## src/rtl/opb_register_simulink2ppc.sv

```systemverilog
// OPB slave that publishes a fabric word to the PPC with new-flag/overflow status.
// Optional overflow counter: define OPB_REGISTER_SIMULINK2PPC_OVF_CNT_EN.
module opb_register_simulink2ppc #(
  parameter logic [31:0] C_BASEADDR   = 32'h01000600,
  parameter logic [31:0] C_HIGHADDR   = 32'h010006FF,
  parameter int unsigned C_OPB_AWIDTH = 32,
  parameter int unsigned C_OPB_DWIDTH = 32,
  parameter              C_FAMILY     = "virtex5"
) (
  input  logic        OPB_Clk,
  input  logic        OPB_Rst_n,
  input  logic [0:31] OPB_ABus,
  input  logic [0:3]  OPB_BE,
  input  logic [0:31] OPB_DBus,
  input  logic        OPB_RNW,
  input  logic        OPB_select,
  input  logic        OPB_seqAddr,
  output logic [0:31] Sl_DBus,
  output logic        Sl_errAck,
  output logic        Sl_retry,
  output logic        Sl_toutSup,
  output logic        Sl_xferAck,
  input  logic [31:0] user_data_in,
  input  logic        user_valid,
  output logic        user_new
);

  localparam int unsigned FAMILY_LEN = $bits(C_FAMILY);
  localparam bit CFG_OK = (C_OPB_AWIDTH == 32) && (C_OPB_DWIDTH == 32) && (FAMILY_LEN > 0);

  typedef enum logic [1:0] {S_IDLE, S_ACK, S_HOLD} state_t;
  typedef enum logic [1:0] {R_DATA, R_STATUS, R_CTRL, R_RSVD} reg_t;

  state_t      state;
  reg_t        reg_sel;
  logic        rnw_q;
  logic        clr_req;
  logic        xfer_ack;
  logic        new_flag;
  logic [31:0] capture;
  logic        hit;
  logic        data_rd;
  logic [0:31] rd_val;

  assign hit = OPB_select && (OPB_ABus >= C_BASEADDR) && (OPB_ABus <= C_HIGHADDR)
               && (state == S_IDLE);

  always_ff @(posedge OPB_Clk or negedge OPB_Rst_n) begin
    if (!OPB_Rst_n) begin
      state    <= S_IDLE;
      reg_sel  <= R_DATA;
      rnw_q    <= 1'b0;
      clr_req  <= 1'b0;
      xfer_ack <= 1'b0;
    end else begin
      xfer_ack <= 1'b0;
      unique case (state)
        S_IDLE: if (hit) begin
          state    <= S_ACK;
          xfer_ack <= 1'b1;
          reg_sel  <= reg_t'(OPB_ABus[28:29]);
          rnw_q    <= OPB_RNW;
          clr_req  <= OPB_BE[3] & OPB_DBus[31];
        end
        S_ACK:  state <= S_HOLD;
        S_HOLD: if (!OPB_select) state <= S_IDLE;
        default: state <= S_IDLE;
      endcase
    end
  end

  // A DATA read consumes the word at the end of ACK; a same-cycle capture wins.
  assign data_rd = (state == S_ACK) && rnw_q && (reg_sel == R_DATA);

  always_ff @(posedge OPB_Clk or negedge OPB_Rst_n) begin
    if (!OPB_Rst_n) begin
      capture  <= '0;
      new_flag <= 1'b0;
    end else if (user_valid) begin
      capture  <= user_data_in;
      new_flag <= 1'b1;
    end else if (data_rd) begin
      new_flag <= 1'b0;
    end
  end

`ifdef OPB_REGISTER_SIMULINK2PPC_OVF_CNT_EN
  logic [15:0] ovf_cnt;
  logic        ovf;
  logic        ctrl_clr;

  assign ovf      = user_valid && new_flag;
  assign ctrl_clr = (state == S_ACK) && !rnw_q && (reg_sel == R_CTRL) && clr_req;

  always_ff @(posedge OPB_Clk or negedge OPB_Rst_n) begin
    if (!OPB_Rst_n) begin
      ovf_cnt <= '0;
    end else if (ctrl_clr) begin
      ovf_cnt <= {15'd0, ovf};
    end else if (ovf && (ovf_cnt != '1)) begin
      ovf_cnt <= ovf_cnt + 16'd1;
    end
  end
`endif

  // Read data is decoded from registered state so it drops to zero with reset.
  always_comb begin
    rd_val = '0;
    if ((state == S_ACK) && rnw_q) begin
      unique case (reg_sel)
        R_DATA: rd_val = capture;
        R_STATUS: begin
`ifdef OPB_REGISTER_SIMULINK2PPC_OVF_CNT_EN
          rd_val[0:15] = ovf_cnt;
`endif
          rd_val[31] = new_flag;
        end
        default: rd_val = '0;
      endcase
    end
  end

  assign Sl_DBus    = rd_val;
  assign Sl_xferAck = xfer_ack;
  assign Sl_errAck  = 1'b0;
  assign Sl_retry   = 1'b0;
  assign Sl_toutSup = 1'b0;
  assign user_new   = new_flag;

  logic unused_ok;
`ifdef OPB_REGISTER_SIMULINK2PPC_OVF_CNT_EN
  assign unused_ok = &{1'b0, OPB_seqAddr, OPB_BE, OPB_DBus, CFG_OK};
`else
  assign unused_ok = &{1'b0, OPB_seqAddr, OPB_BE, OPB_DBus, CFG_OK, clr_req};
`endif

endmodule

```

## config.mk

```make
export PLATFORM = sky130hd
export DESIGN_NAME = opb_register_simulink2ppc
export DESIGN_NICKNAME = d
export VERILOG_FILES = /design/src/rtl/opb_register_simulink2ppc.sv
export SDC_FILE = /design/constraint.sdc
export NUM_CORES = 1
export LEC_CHECK = 0
export ABC_CLOCK_PERIOD_IN_PS = 2700
export CORE_MARGIN = 1
export CORE_UTILIZATION = 25
export CTS_CLUSTER_DIAMETER = 200
export DETAILED_ROUTE_END_ITERATION = 8
export DONT_BUFFER_PORTS = 1
export PLACE_DENSITY_LB_ADDON = 0.12
export SLEW_MARGIN = 5
export SYNTH_ARGS = -nofsm -noshare
export SYNTH_HDL_FRONTEND = slang
export SYNTH_SLANG_ARGS = --single-unit
```

## constraint.sdc

```tcl
create_clock -name OPB_Clk -period 2.7 [get_ports OPB_Clk]
set_clock_uncertainty 0.15 [all_clocks]
set_input_delay 0.54 -clock OPB_Clk [delete_from_list [all_inputs] [get_ports OPB_Clk]]
set_output_delay 0.54 -clock OPB_Clk [all_outputs]
set_load 0.005 [all_outputs]
```

# Word level (Yosys, flattened, before mapping)
# Cells that the tools add are included.
# Widths: inputs -> output; s select.
[op_classes] eq_ne=5 order_cmp=2 n_mux=10 n_reduce_logical=10
[op_table] cell="$ge 32x25->1 const B" n=1
[op_table] cell="$le 32x25->1 const B" n=1
[op_table] cell="$mux 32" n=1
[op_table] cell="$mux 31" n=1
[op_table] cell="$pmux 2 s3" n=1
[op_table] cell="$logic_and 1x1->1" n=5
[op_table] cell="$eq 2x1->1 const B" n=2
[op_table] cell="$logic_not 2->1" n=2
[op_table] cell="$mux 1" n=4
[op_table] cell="$mux 2" n=2
[op_table] cell="$ne 2x2->1 const B" n=2
[op_table] cell="$reduce_and 2->1" n=2
[op_table] cell="$eq 2x2->1 const B" n=1
[op_table] cell="$pmux 1 s2" n=1
[op_table] cell="$reduce_bool 2->1" n=1
[word_totals] in_bits=106 out_inout_bits=37 word_cells=33 regBits=39

# Longest topological paths before layout
# Gate-level depths: netlist of the first run.
[logic_depth] word_depth=6 depth_mapped=5 mapped_depth_nobuf=4

# Worst setup path after synthesis of the first run
# Ideal clock, no wire load.
[synth_timing] path_kind="reg-to-output" start="reg state[1]" end="out Sl_DBus[10] (netlist bit)" stages_incl_launch_ff=6 n_path_buf=1 path_slack_ns=0.888 required_time_ns=2.010 arrival_ns=1.122 cell_sequence="dfrtp_1 > nor2_1 > nand3_1 > nor2_1 > clkbuf_1 > and2_1"
[synth_between] elab_chain_cells=3
[synth_lines] element="start: declaration" line="34" text="state_t state;"
[synth_lines] element="start signal: assignment" line="50" text="state <= S_IDLE;"
[synth_lines] element="start signal: assignment" line="59" text="state <= S_ACK;"
[synth_lines] element="start signal: assignment" line="65" text="S_ACK: state <= S_HOLD;"
[synth_lines] element="$eq 2x1->1" line="109" text="if ((state == S_ACK) && rnw_q) begin"
[synth_lines] element="$logic_and 1x1->1" line="109"
[synth_lines] element="$mux 32" line="109"
[synth_lines] element="end: declaration" line="18" text="output logic [0:31] Sl_DBus,"
# Every way passes these cells.

# Worst setup path after layout of the first run
[layout_timing] start="reg state[1]" end="out Sl_DBus[15] (netlist bit)"
# Same word-level chain as after synthesis.

==> results of run 1 <==
==> cell families (layout without fill, tap and decap cells) <==
family,count (synthesis),after routing,share of synthesized area [%]
simple gates,47,47,18.71
flops,39,39,54.05
mux,36,36,23.01
buf+inv,12,11,3.326
compound gates,2,2,0.6929
other cells,1,3,0.2077
==> flip-flops by register name, indices dropped and copies added, names as in the netlist <==
name / cells
Sl_xferAck: 1
state: 2
rnw_q: 1
capture: 32
reg_sel: 2
user_new: 1
==> routing by layer <==
| layer | GRT usage, % | up-vias |
|---|---|---|
| met2 | 15.89 | 48 |
| met5 | 0 | - |
| met4 | 3.636 | 0 |
| li1 | - | 461 |
| met3 | 3.412 | 2 |
| met1 | 10.50 | 489 |
==> final timing paths <==
check | start | endpoint | depth (start not counted)
min in group asynchronous | OPB_Rst_n | state[1] | 2
max in group asynchronous | OPB_Rst_n | capture[1] | 2
min | user_valid | user_new | 1
max reg2reg | state[1] | rnw_q | 4
min reg2reg | capture[30] | capture[30] | 1
max | state[1] | Sl_DBus[15] | 5
==> critical path, delay by kind of cell, from the launching register on <==
kind	cells	cell delay (ns)
buffers and inverters	1	0.27
flip-flops	1	0.42
AND/OR/NAND/NOR	4	0.54
==> cell usage after synthesis, types with 2 or more instances <==
cell type	instances
nand3_1	2
mux2_2	32
and2_1	31
nor4b_2	2
clkbuf_1	4
inv_1	2
dfrtp_1	39
nor2_1	4
buf_2	3
mux2_4	3
buf_4	3
==> what timing repair did <==
action,CTS,global route
hold buffers,2,0
hold endpoints to repair,39,0
endpoints found under the setup margin,0,0
==> layout make-up <==
type	instances	area share (%)
multi-input combinational	88	39.11
timing repair buffer	3	1.883
tap	96	6.026
sequential	39	48.96
inverter	2	0.3766
clock buffer	6	3.641
==> power groups by stage <==
stage	Combinational [uW]	Sequential, uW	Clock [uW]
2_1_floorplan	68.8	656	0
3_3_place_gp	60.1	662	0
3_5_place_dp	62.7	663	0
4_1_cts	79.3	652	375
5_1_grt	86.8	658	393
6_report	77.1	651	350
==> through the flow <==
stage	cells	cell area [um^2]	total power, uW	utilization (%)
after floorplan	139	1813	725.2	-
after global placement	226	1891	721.8	27.52
after detailed placement	226	1891	725.7	27.52
after CTS	234	1993	1107	29.02
after global routing	234	1993	1138	29.02
final	234	1993	1078	29.02
==> results by group, run 1 <==
Power
  • Clk pwr share: 32.4%
  • Switching power: 222.6 uW
  • Int Power: 855.8 uW
  • Pwr dens: 541.1 mW/mm^2
  • Peak supply drop: 166.2 uV
  • Leak Pwr: 0.0008204 uW
  • Register share of total power: 60.4%
  • Comb power frac: 7.2%
  • Sw Share: 20.65%

Synthesis
  • Post-synth ARST share: 100.0%
  • Mapped Avg Cell Area: 13.18 um^2
  • Synth Warn #: 0
  • Post-synthesis cell area: 0.001805 mm^2
  • Cell accounting for the most synthesized area: dfrtp_1
  • Distinct cell type count after synthesis: 23
  • Sequential cell area fraction in the yosys report: 54.05%
  • Leading post-synthesis cells by cell area: dfrtp_1 (54%), mux2_2 (20%), and2_1 (11%)
  • Synthesized netlist cell count: 137
  • Most used DFF post-synth: dfrtp_1
  • Synth Register Bits: 39
  • Top-area cell type share of the netlist area: 54.05%
  • Number of flops mapped to enable cells by yosys: 0

Drt
  • Residual DRC: 0
  • Post-route ant nets: 0
  • Total length of routed wires: 3405 um
  • Total iterations of the first detailed-routing run: 2
  • DRT met1 WL: 1415 um
  • Routed met2 length: 1715 um
  • Initial DRC Count: 25
  • Top Layer Used: met4
  • Via density: 4.274
  • DR vias: 1,000
  • Average wire per standard cell: 14.55 um
  • Met3 wire length: 250 um

Timing
  • Final Hold Viols: 0
  • Final min period: 2.203 ns
  • Fin Hold WS: 0.2227 ns
  • RSZ-0062 raised after global routing: no
  • Fin. max-slew vios: 0
  • Final setup margin: 0.4972 ns
  • Maximum clock rate: 454.0 MHz
  • Setup violations, final: 0
  • Final TNS setup: 0 ns
  • Tcrit/Tclk final: 81.59%

CTS
  • # clock sinks: 39
  • Root Buffer: clkbuf_8
  • Post-CTS Setup Repair Bufs: 0
  • H-tree levels: 2
  • Clock transition at path regs: 0.07 ns
  • Post-CTS sizing: 0
  • Worst-Skew Late Latency: 0.28 ns
  • Clk buf depth: 2
  • Inserted Clock Buffers: 5
  • CTS tree: done

Layout
  • Reg area: 975.9 um^2
  • # diodes: 0
  • Share of cells above drive strength 1: 36.23%
  • Most frequent cells in the layout: dfrtp_1 (39), mux2_2 (32), and2_1 (31), clkbuf_8 (5)
  • Area Growth Syn to Fin: 10.39%
  • Commonest non-fill, non-tap cell in the layout: dfrtp_1
  • Filler cells: 706
  • Nets: 245
  • Multi-input gate area: 779.5 um^2

Critical path
  • Crit-path max cell delay: 0.42 ns
  • Reg2reg setup slack: 0.99 ns
  • Worst EP arrival: 1.51 ns
  • Setup crit end kind: output port
  • Cells along the critical path: nor2_1, nand3_1, nor2_2, buf_4, and2_1
  • Maximum fanout along the worst path: 32
  • Crit Path Category: flip-flop to output port
  • Slowest stage cell, crit path: dfrtp_1
  • CP Launch Type: flip-flop
  • Worst EP required: 2.01 ns

Floorplan
  • Chip height: 86.98 um
  • # rows: 30
  • Initial core utilization: 26.28%
  • Core Area: 0.006869 mm^2
  • Die ar.: 0.007566 mm^2
  • Die Wd: 86.98 um
  • Ports: 143

Min path
  • Type of the tightest min-delay check: input port to flip-flop

GRT
  • Vias in the first global route: 1,060
  • Initial antenna violation count: 0
  • Gr ovfl total: 0
  • First-pass GRT wire length: 5306 um
  • All-Layer GR Usage: 9.290%
  • Pin count of the biggest net entering global routing: 40

Placement
  • Post-DP HPWL: 2498 um
  • Placement Setup Slack: 0.7747 ns
  • Port-buffer cells: 0
  • Final GP Congestion: 0.6802

Outcome
  • Status: finished, final reports clean

Job
  • MaxCap Viol Count: 0
No activity file was read; power rests on OpenSTA's default activity.
==> run 2: changes to the inputs <==
Settings changed: ABC_CLOCK_PERIOD_IN_PS 2700 to 2200.
Clock period 2.7 ns to 2.2 ns, I/O delays scaled along.
==> run 2 against run 1 <==
Compared with the run above: clock-buffer cell count rose by 1; worst setup slack got worse by 0.36 ns; design area grew 0.63%; register-to-register slack lost 0.50 ns; first-iteration DRC count grew 24%; clock power up 32%; combinational power up 23%; flip-flop and latch count stayed put; power grew 26%; largest power group unchanged; critical path type unchanged; final cell count up 0.85%; sequential power rose by 23%; via count up 2.9%.
==> results by group, run 2 (synthesis gave the netlist of run 1 again) <==
Timing
  • Fin. max-slew vios: 0 (unchanged)
  • Final setup margin: 0.1385 ns (was 0.4972 ns)
  • RSZ-0062 raised after global routing: no (unchanged)
  • Final Hold Viols: 0 (unchanged)
  • Final min period: 2.062 ns
  • Tcrit/Tclk final: 93.71%
  • Maximum clock rate: 485.1 MHz
  • Final TNS setup: 0 ns (unchanged)
  • Setup violations, final: 0 (unchanged)
  • Fin Hold WS: 0.1273 ns (was 0.2227 ns)

Critical path
  • Setup crit end kind: output port (unchanged)
  • Worst EP arrival: 1.47 ns (was 1.51 ns)
  • Maximum fanout along the worst path: 32 (unchanged)
  • Worst EP required: 1.61 ns (was 2.01 ns)
  • RR Startpoint: state[1] (unchanged)
  • Crit Path Category: flip-flop to output port (unchanged)
  • CP Launch Type: flip-flop (unchanged)
  • Worst reg2reg path depth: 4 (unchanged)
  • Reg2reg setup slack: 0.49 ns (was 0.99 ns)
  • Critical path origin: state[1] (unchanged)
  • FF-to-FF End: rnw_q (unchanged)
  • Setup crit end: Sl_DBus[13] (was Sl_DBus[15])

CTS
  • CTS tree: done (unchanged)
  • Inserted Clock Buffers: 5 (unchanged)
  • Clk buf depth: 2 (unchanged)
  • Root Buffer: clkbuf_8 (unchanged)
  • Clock transition at path regs: 0.08 ns (was 0.07 ns)
  • Worst-Skew Late Latency: 0.28 ns (about the same)
  • H-tree levels: 2 (unchanged)
  • # clock sinks: 39 (unchanged)
  • Post-CTS Setup Repair Bufs: 0 (unchanged)

Drt
  • Residual DRC: 0 (unchanged)
  • DR vias: 1,029 (was 1,000)
  • Total iterations of the first detailed-routing run: 4 (was 2)
  • Average wire per standard cell: 15.18 um (was 14.55 um)
  • Via density: 4.360 (was 4.274)
  • Initial DRC Count: 31 (was 25)
  • Total length of routed wires: 3583 um (was 3405 um)
  • Post-route ant nets: 0 (unchanged)

Floorplan
  • Die Wd: 86.98 um (unchanged)
  • # rows: 30 (unchanged)
  • Core Area: 0.006869 mm^2 (unchanged)
  • Chip height: 86.98 um (unchanged)
  • Ports: 143 (unchanged)
  • Die ar.: 0.007566 mm^2 (unchanged)
  • Initial core utilization: 26.28% (unchanged)

Placement
  • Final GP Congestion: 0.6820 (was 0.6802)
  • Placement Setup Slack: 0.3740 ns (was 0.7747 ns)
  • Post-DP HPWL: 2569 um (was 2498 um)
  • DP Cell Count: 226 (unchanged)
  • Port-buffer cells: 0 (unchanged)

Power
  • Leak Pwr: 0.0008262 uW (was 0.0008204 uW)
  • Final total power: 1356 uW (was 1078 uW)
  • Pwr dens: 676.0 mW/mm^2 (was 541.1 mW/mm^2)
  • Peak supply drop: 248.9 uV (was 166.2 uV)

Layout
  • Max reg flops: 32 (unchanged)
  • # diodes: 0 (unchanged)
  • Most frequent cells in the layout: dfrtp_1 (39), mux2_2 (32), and2_1 (31), clkbuf_8 (5) (unchanged)
  • Nets: 245 (unchanged)
  • Commonest non-fill, non-tap cell in the layout: dfrtp_1 (unchanged)
  • Top Registers: capture: 32 flops, reg_sel: 2 flops, state: 2 flops (unchanged)
  • Filler cells: 716 (was 706)
  • Largest reg by FF count: capture (unchanged)
  • Share of cells above drive strength 1: 36.43% (was 36.23%)
  • Area Growth Syn to Fin: 11.09% (was 10.39%)
  • Fin cells: 236 (was 234)

GRT
  • First-pass GRT wire length: 5437 um (was 5306 um)
  • Vias in the first global route: 1,071 (was 1,060)
  • Pin count of the biggest net entering global routing: 40 (unchanged)
  • All-Layer GR Usage: 9.706% (was 9.290%)
  • Gr ovfl total: 0 (unchanged)
  • Initial antenna violation count: 0 (unchanged)

Min path
  • Hold wc startpoint: user_valid (unchanged)
  • Type of the tightest min-delay check: input port to flip-flop (unchanged)

Outcome
  • Status: finished, final reports clean (unchanged)

Job
  • MaxCap Viol Count: 0 (unchanged)
[run 2: layer usage]
metal | GRT usage (%) | routed length, um | share of wire [%]
met5 | 0 | 0 | 0
met4 | 4.091 | 41 | 1.1
met3 | 3.223 | 277 | 7.7
met2 | 16.39 | 1837 | 51
met1 | 11.25 | 1426 | 40
[run 2: through the flow]
step | utilization (%) | instance area (um^2)
after floorplan | - | 1813
after global placement | 27.52 | 1891
after detailed placement | 27.52 | 1891
after CTS | 29.14 | 2002
after global routing | 29.20 | 2006
final | 29.20 | 2006
[run 2: final cells by class]
| type | count | area (um^2) | share of cell area [%] |
|---|---|---|---|
| multi-input combinational | 88 | 779.5 | 38.86 |
| clock buffer | 7 | 76.32 | 3.805 |
| sequential | 39 | 975.9 | 48.66 |
| inverter | 2 | 7.507 | 0.3743 |
| tap | 96 | 120.1 | 5.989 |
| timing repair buffer | 3 | 41.29 | 2.059 |
| clock inverter | 1 | 5.005 | 0.2495 |
[run 2: critical path, stage by stage (launching register included)]
cell and delay (ns):
dfrtp_1 0.43, nor2_1 0.10, nand3_1 0.12, nor2_2 0.11
buf_6 0.22, and2_1 0.20
[run 2: worst min-delay path by stage]
stage	to	slack, ns	depth (start not counted)
2_1_floorplan	Sl_xferAck	-0.006	0
3_3_place_gp	Sl_xferAck	-0.005	0
3_5_place_dp	Sl_xferAck	-0.005	0
4_1_cts	user_new	0.12	1
5_1_grt	user_new	0.12	1
6_report	user_new	0.13	1
[run 2: timing repair]
action / in CTS / in global routing
hold buffers: 2 / 0
resized for setup: 0 / 1
hold endpoints to repair: 39 / 0
endpoints found under the setup margin: 0 / 14
[run 2: report_power, final]
part           internal (uW)  switching [uW]  total [uW]
combinational           63.5            31.5        94.9
sequential               775            25.0         800
clock                    223             238         461
==> run 3: changes to the inputs <==
Settings changed: SLEW_MARGIN 5 to 10.
==> results of run 3 <==
The final DEF is identical to that of run 2; final timing and power are the same.
